**src/rtl/mmio_uart_pkg.sv**
```systemverilog
// mmio_uart_pkg: register map, status bit positions and FSM encoding shared by the MMIO UART
package mmio_uart_pkg;
    localparam logic [3:0] UART_DATA = 4'h0;
    localparam logic [3:0] UART_STATUS = 4'h4;
    localparam logic [3:0] UART_DIV = 4'h8;
    localparam int ST_BUSY = 0;
    localparam int ST_FULL = 1;
    localparam int ST_EMPTY = 2;
    localparam int ST_OVF = 3;
    localparam int DIV_W = 16;
    typedef enum logic [1:0] {IDLE, START, DATA, STOP} uart_state_t;
endpackage

```
**src/rtl/sync_fifo.sv**
```systemverilog
// sync_fifo: first-word-fall-through circular FIFO; a push while full is taken if a pop shares the edge
module sync_fifo #(
    parameter int WIDTH = 8,
    parameter int DEPTH = 8
) (
    input  logic                    clock,
    input  logic                    resetn,
    input  logic                    push,
    input  logic                    pop,
    input  logic [WIDTH-1:0]        din,
    output logic [WIDTH-1:0]        dout,
    output logic [$clog2(DEPTH):0]  count,
    output logic                    full,
    output logic                    empty
);
    localparam int AW = $clog2(DEPTH);
    logic [WIDTH-1:0] mem [DEPTH];
    logic [AW-1:0] wr_ptr, rd_ptr;
    logic do_push, do_pop;
    assign empty = count == '0;
    assign full = count == (AW+1)'(DEPTH);
    assign do_pop = pop && !empty;
    assign do_push = push && (!full || do_pop);
    assign dout = mem[rd_ptr];
    always_ff @(posedge clock)
        if (do_push) mem[wr_ptr] <= din;
    always_ff @(posedge clock) begin
        if (!resetn) begin
            wr_ptr <= '0;
            rd_ptr <= '0;
            count <= '0;
        end else begin
            if (do_push) wr_ptr <= wr_ptr + AW'(1);
            if (do_pop) rd_ptr <= rd_ptr + AW'(1);
            count <= count + (AW+1)'(do_push) - (AW+1)'(do_pop);
        end
    end
endmodule

```
**src/rtl/mmio_uart_tx.sv**
```systemverilog
// mmio_uart_tx: memory-mapped 8N1 UART transmitter with a TX FIFO and programmable baud divisor
module mmio_uart_tx import mmio_uart_pkg::*; #(
    parameter int CLK_FREQ = 1000000,
    parameter int BAUD = 115200,
    parameter int FIFO_DEPTH = 8
) (
    input  logic        clock,
    input  logic        resetn,
    input  logic        sel,
    input  logic        we,
    input  logic [3:0]  addr,
    input  logic [31:0] wdata,
    output logic [31:0] rdata,
    output logic        tx,
    output logic        irq
);
    localparam int CW = $clog2(FIFO_DEPTH);
    localparam int RAW_DIV = CLK_FREQ / BAUD;
    localparam logic [DIV_W-1:0] RST_DIV = DIV_W'(RAW_DIV < 1 ? 1 : RAW_DIV);
    uart_state_t state;
    logic [DIV_W-1:0] div_reg, div_act, baud_cnt;
    logic [2:0] bit_idx;
    logic [7:0] shift, fifo_dout;
    logic [CW:0] count;
    logic [31:0] status;
    logic full, empty, ovf, bnd, pop, push_ok, idle_next;
    logic wr_data, wr_status, wr_div, unused_ok;
    assign wr_data = sel && we && addr[3:2] == UART_DATA[3:2];
    assign wr_status = sel && we && addr[3:2] == UART_STATUS[3:2];
    assign wr_div = sel && we && addr[3:2] == UART_DIV[3:2];
    assign unused_ok = ^{addr[1:0], wdata[31:16]};
    // div_act holds the divisor for the bit in flight, so divisor writes land on the next bit
    assign bnd = baud_cnt == div_act - DIV_W'(1);
    assign pop = !empty && (state == IDLE || (state == STOP && bnd));
    assign push_ok = wr_data && (!full || pop);
    assign idle_next = empty && (state == IDLE || (state == STOP && bnd));
    sync_fifo #(.WIDTH(8), .DEPTH(FIFO_DEPTH)) u_fifo (
        .clock(clock),
        .resetn(resetn),
        .push(wr_data),
        .pop(pop),
        .din(wdata[7:0]),
        .dout(fifo_dout),
        .count(count),
        .full(full),
        .empty(empty)
    );
    always_comb begin
        status = '0;
        status[ST_BUSY] = state != IDLE;
        status[ST_FULL] = full;
        status[ST_EMPTY] = empty;
        status[ST_OVF] = ovf;
        status[15:8] = 8'(count);
    end
    assign rdata = !sel ? '0
                 : addr[3:2] == UART_STATUS[3:2] ? status
                 : addr[3:2] == UART_DIV[3:2] ? 32'(div_reg) : '0;
    always_ff @(posedge clock) begin
        if (!resetn) begin
            state <= IDLE;
            tx <= 1'b1;
            irq <= 1'b1;
            ovf <= 1'b0;
            div_reg <= RST_DIV;
            div_act <= RST_DIV;
            baud_cnt <= '0;
            bit_idx <= '0;
            shift <= '0;
        end else begin
            irq <= idle_next && !push_ok;
            if (wr_data && !push_ok) ovf <= 1'b1;
            else if (wr_status && wdata[ST_OVF]) ovf <= 1'b0;
            if (wr_div) div_reg <= wdata[DIV_W-1:0] == '0 ? DIV_W'(1) : wdata[DIV_W-1:0];
            baud_cnt <= (state == IDLE || bnd) ? '0 : baud_cnt + DIV_W'(1);
            if (state == IDLE || bnd) div_act <= div_reg;
            case (state)
                IDLE: if (pop) begin
                    state <= START;
                    shift <= fifo_dout;
                    tx <= 1'b0;
                end
                START: if (bnd) begin
                    state <= DATA;
                    bit_idx <= '0;
                    tx <= shift[0];
                end
                DATA: if (bnd) begin
                    if (bit_idx == 3'd7) begin
                        state <= STOP;
                        tx <= 1'b1;
                    end else begin
                        bit_idx <= bit_idx + 3'd1;
                        shift <= shift >> 1;
                        tx <= shift[1];
                    end
                end
                STOP: if (bnd) begin
                    state <= pop ? START : IDLE;
                    tx <= !pop;
                    if (pop) shift <= fifo_dout;
                end
                default: state <= IDLE;
            endcase
        end
    end
endmodule
```
**config.mk**
```make
export PLATFORM = sky130hd
export DESIGN_NAME = mmio_uart_tx
export DESIGN_NICKNAME = d
export VERILOG_FILES = /design/src/rtl/mmio_uart_pkg.sv /design/src/rtl/sync_fifo.sv /design/src/rtl/mmio_uart_tx.sv
export SDC_FILE = /design/constraint.sdc
export NUM_CORES = 1
export LEC_CHECK = 0
export CAP_MARGIN = 0
export CORE_UTILIZATION = 51
export CTS_CLUSTER_DIAMETER = 200
export DETAILED_ROUTE_END_ITERATION = 12
export GPL_TIMING_DRIVEN = 0
export PLACE_DENSITY = 0.8
export REMOVE_ABC_BUFFERS = 1
export SLEW_MARGIN = 20
export SYNTH_ARGS = -nofsm -noshare
export SYNTH_HDL_FRONTEND = slang
export SYNTH_SLANG_ARGS = --single-unit
export TNS_END_PERCENT = 10
```
**constraint.sdc**
```tcl
create_clock -name clock -period 3.55 [get_ports clock]
set_clock_uncertainty 0.05 [all_clocks]
set_input_delay 0.5325 -clock clock [delete_from_list [all_inputs] [get_ports clock]]
set_output_delay 0.5325 -clock clock [all_outputs]
set_load 0.005 [all_outputs]
```
==> results of run 1 <==
[logic make-up after synthesis]
| group | Yosys count |
|---|---|
| AOI/OAI and AO/OA | 81 |
| xor gates and xnor gates | 36 |
| adders and majority gates | 17 |
| buffers and inverters | 67 |
| DFF | 141 |
| muxes | 49 |
| other | 1 |
| and+or+nand+nor | 222 |
[placed cells by master (no fill, tap or decap), types with 17 or more instances in the layout]
cell,n
mux2i_1,25
dfxtp_1,71
inv_1,20
clkbuf_16,17
a21oi_1,25
edfxtp_1,64
nand3_1,18
nor2_1,54
xor2_1,21
clkdlybuf4s50_1,39
nand2_1,59
[power by group]
| part | internal (mW) | switching, mW |
|---|---|---|
| Sequential | 1.81 | 0.138 |
| Combinational | 0.572 | 0.659 |
| Clock | 0.998 | 0.670 |
| Total | 3.38 | 1.47 |
[final timing paths]
check	start	endpoint	slack (ps)	cells past startpoint
setup / recovery	div_act[7]	u_fifo.count[1]	40	12
hold / removal	shift[0]	shift[0]	410	2
setup reg to reg	div_act[7]	u_fifo.count[1]	40	12
hold reg to reg	shift[0]	shift[0]	410	2
[critical path, cell delays in order (launching register included)]
cell     delay, ps
dfxtp_4        360
or4_4          540
o21ai_2        140
a31oi_1        100
or4_4          560
nor3_4         240
a31oi_4        190
or3_4          390
nand2_2         80
ha_4           120
inv_1           50
fa_2           510
nor2_1          40
[area by class of cell]
class / instances / area, um^2 / share of cell area [%]
multi-input cells: 421 / 3122 / 39.53
inverters: 21 / 78.83 / 0.9981
well taps: 172 / 215.2 / 2.725
clock buffers: 22 / 464.2 / 5.878
repair buffers: 47 / 450.4 / 5.703
flip-flops and latches: 141 / 3476 / 44.01
clock inverters: 10 / 91.34 / 1.157
[repair_timing]
| item | CTS | global route |
|---|---|---|
| pin swaps | 3 | 2 |
| endpoints found under the setup margin | 88 | 63 |
| setup buffers | 5 | 3 |
| hold buffers | 0 | 0 |
| gates resized for setup | 16 | 13 |
[metal layers]
metal | routed length (um) | vias to the layer above | track usage [%]
met5 | 0 | - | 0
met4 | 296 | 0 | 9.091
met3 | 827 | 29 | 5.204
met2 | 7330 | 166 | 36.28
met1 | 6365 | 2348 | 27.79
li1 | - | 2266 | -
==> results.cfg, run 1 <==
[sta]
final.min_clock_period_ps = 3514
slew_viol_final = 0
fmax_ghz = 0.2846
rsz0062_at_grt = true
max_slew_margin_pct = 45.09
period_share_pct = 98.97
finalWorstSetupSlack_ps = 36.39
setup_violations = 0
tns_ps = 0
tightest_slew_ps = 823.7
hold_ws_ps = 413.8
finalHoldViolCount = 0

[cts]
cts_made_buffers = 17
clockBufferDepth = 2
cts_tree = built
htreeDepth = 4
cts-root-buf = clkbuf_16
clkTransAtPathRegs_ps = 60
worst_skew_pair.late_latency_ps = 420
clock-sinks = 141

[pwr]
max-vdd-ir-drop_v = 0.0004281
power_density_nw_per_um2 = 613.5
p_total_mw = 4.845
p_leak_nw = 2.814

[grt]
grt_max_degree = 48
track_usage_pct = 22.03
grt_pass1_wl_um = 23510
antenna_found_initial = 0
grt_pass1_vias = 4662
gr-total-overflow = 0

[placement]
hpwl_um = 9747
io_buffers = 39
dp.cells = 794
placed_area_um2 = 7168
dp_slack_ps = -1044
routabilityCongestion = 0.8583

[finish]
regMostFlops = u_fifo.mem
nFillCells = 956
final_nets = 706
fin_area_um2 = 7898
finish.utilization_pct = 61.58
fin_cells = 834
drive_above_1_share_pct = 15.71
syn_to_final_growth_pct = 16.24
largest_reg_flops = 64
antennaDiodeCount = 0

[logic_synthesis]
synth_area_leaders = edfxtp_1 28%, dfxtp_1 23%, mux4_2 5.3%
synth_top_family_by_area = simple AND/OR/NAND/NOR gates
netlist_instances = 614
ys_types = 70
syn_area_um2 = 6794
avgSynthCellArea_um2 = 11.07
ys_async_sr_fraction_pct = 0
synth_edf_count = 64
ys.warnings.count = 0
synthFlopType = dfxtp_1
synth-compound-area-share_pct = 8.195
synth-seq-area-share_pct = 50.98
synth_most_common_cell = dfxtp_1
synth_common_cells = 77 x dfxtp_1, 64 x edfxtp_1, 60 x nand2_1
ys_seq_elements = 141
synthMuxAreaShare_pct = 10.31
synthSimpleGateAreaFrac_pct = 17.18
synth-xor-area-share_pct = 4.641
synth_top_cell_by_area = edfxtp_1
netlist.area_leader.share_pct = 28.29
synth-adder-area-share_pct = 3.241

[floorplan]
die_area_um2 = 13790
pin_count = 74
die_h_um = 117.4
start_util_pct = 52.98
floorplan.rows = 41
core-area_um2 = 12820
die_w_um = 117.4

[critical_path]
required_ps = 3780
cp_max_fo = 5
arrival_ps = 3750
critPathKind = flop to flop
crit_path_end_kind = flop
cp-start-kind = flop

[route]
vias_per_cell = 5.766
first_iter_violations = 335
wirelength_um = 14820
drc_errors = 0
num_vias = 4809
wire_per_inst_um = 17.77
dr.pass1.iters = 5
ant_nets = 0

[run_status]
outcome = finished clean

[min_path]
hold_path.class = flop to flop

[run]
max_cap_viol_count = 0
Note: power is estimated with default switching activity, not from simulation.
==> run 2: changes to the inputs <==
- SLEW_MARGIN: 20 -> not set
==> run 2 against run 1 <==
Critical path depth is the same; routed wire length is essentially flat; utilization is essentially flat; total power is essentially flat; critical endpoint unchanged; global-route usage is the same; design area is essentially flat.
==> results.cfg, run 2 (same netlist as run 1, synthesis figures left out) <==
[finish]
largest_reg_flops = 64
regArea_um2 = 3475
final_cell_mix = 72 x dfxtp_1, 64 x edfxtp_1, 59 x nand2_1, 54 x nor2_1, 39 x clkdlybuf4s50_1
multi_input_area_um2 = 3119
antennaDiodeCount = 0
final_nets = 706
syn_to_final_growth_pct = 16.19
finish.utilization_pct = 61.55
final_common_cell = dfxtp_1
drive_above_1_share_pct = 15.41
nFillCells = 958
regMostFlops = u_fifo.mem

[placement]
io_buffers = 39
dp_slack_ps = -1071
hpwl_um = 9747
routabilityCongestion = 0.8583

[grt]
grt_max_degree = 48
antenna_found_initial = 0
grt_pass1_vias = 4662
gr-total-overflow = 0
grt_pass1_wl_um = 23510
track_usage_pct = 22.03

[route]
ant_nets = 0
drc_errors = 0
dr.pass1.iters = 5
vias_per_cell = 5.767
wire_per_inst_um = 17.77
first_iter_violations = 344
num_vias = 4810
wirelength_um = 14820

[min_path]
hold_path.class = flop to flop

[sta]
slew_viol_final = 0
fmax_ghz = 0.2851
rsz0062_at_grt = true
finalWorstSetupSlack_ps = 42.80
setup_violations = 0
tightest_slew_ps = 1244
finalHoldViolCount = 0
final.min_clock_period_ps = 3507
max_slew_margin_pct = 16.92
period_share_pct = 98.79

[critical_path]
arrival_ps = 3740
cp_max_fo = 5
cp-start-kind = flop
critPathKind = flop to flop
crit_path_end_kind = flop
required_ps = 3780

[cts]
clock-sinks = 141
clockBufferDepth = 2
htreeDepth = 4
cts_tree = built
clkTransAtPathRegs_ps = 60
cts-root-buf = clkbuf_16
worst_skew_pair.late_latency_ps = 420
holdBufCountCts = 0
cts_made_buffers = 17

[floorplan]
die_w_um = 117.4
floorplan.rows = 41
pin_count = 74
die_h_um = 117.4
core-area_um2 = 12820
start_util_pct = 52.98
die_area_um2 = 13790

[run_status]
outcome = finished clean

[pwr]
max-vdd-ir-drop_v = 0.0004280
power_density_nw_per_um2 = 613.5
p_leak_nw = 2.813

[run]
max_cap_viol_count = 0
-- run 2: layout make-up --
class / instances / area share (%)
Clock buffer: 22 / 5.880
Clock inverter: 10 / 1.157
Inverter: 21 / 0.9986
Multi-Input combinational cell: 421 / 39.51
Sequential cell: 141 / 44.02
Tap cell: 172 / 2.726
Timing Repair Buffer: 47 / 5.706
-- run 2: power breakdown --
part           switching [mW]  internal [mW]
clock network           0.670          0.998
registers               0.139           1.81
logic                   0.657          0.572
-- run 2: worst paths after layout --
kind                            startpoint              end  slack, ps  depth (start not counted)
worst max-delay path            div_act[7]  u_fifo.count[1]         40                         12
worst min-delay path              shift[0]         shift[0]        410                          2
worst max register to register  div_act[7]  u_fifo.count[1]         40                         12
worst min register to register    shift[0]         shift[0]        410                          2
-- run 2: through the flow --
| step | hold WS, ps | TNS [ps] | power [mW] | instances | instance area, um^2 |
|---|---|---|---|---|---|
| finish | 413.7 | 0 | 4.843 | 834 | 7894 |
| detailed placement | 400.9 | -63660 | 3.091 | 794 | 7168 |
| floorplan | 384.0 | -2566 | 2.781 | 583 | 6563 |
| global route | 443.4 | -268.0 | 5.050 | 834 | 7894 |
| CTS | 412.5 | -32.84 | 4.819 | 831 | 7829 |
| global placement | 403.5 | -52020 | 3.032 | 794 | 7168 |
-- run 2: layer usage --
layer | vias to the layer above | global-route usage (%) | part of all wire (%) | wire [um]
met5 | - | 0 | 0 | 0
met4 | 0 | 9.091 | 2.0 | 301
met3 | 28 | 5.204 | 5.3 | 784
met2 | 165 | 36.28 | 50 | 7357
met1 | 2354 | 27.79 | 43 | 6378
li1 | 2263 | - | - | -
-- run 2: critical path, cell delays in order, from the launching register on --
cell	delay, ps
dfxtp_4	360
or4_4	540
o21ai_2	140
a31oi_1	100
or4_4	560
nor3_4	240
a31oi_4	190
or3_4	390
nand2_2	80
ha_4	120
inv_1	50
fa_2	510
nor2_1	40
-- run 2: repair_timing --
item                                    in CTS  in global routing
pin swaps                                    3                  2
endpoints found under the setup margin      89                 71
resized for setup                           16                 14
buffers inserted                             5                  3
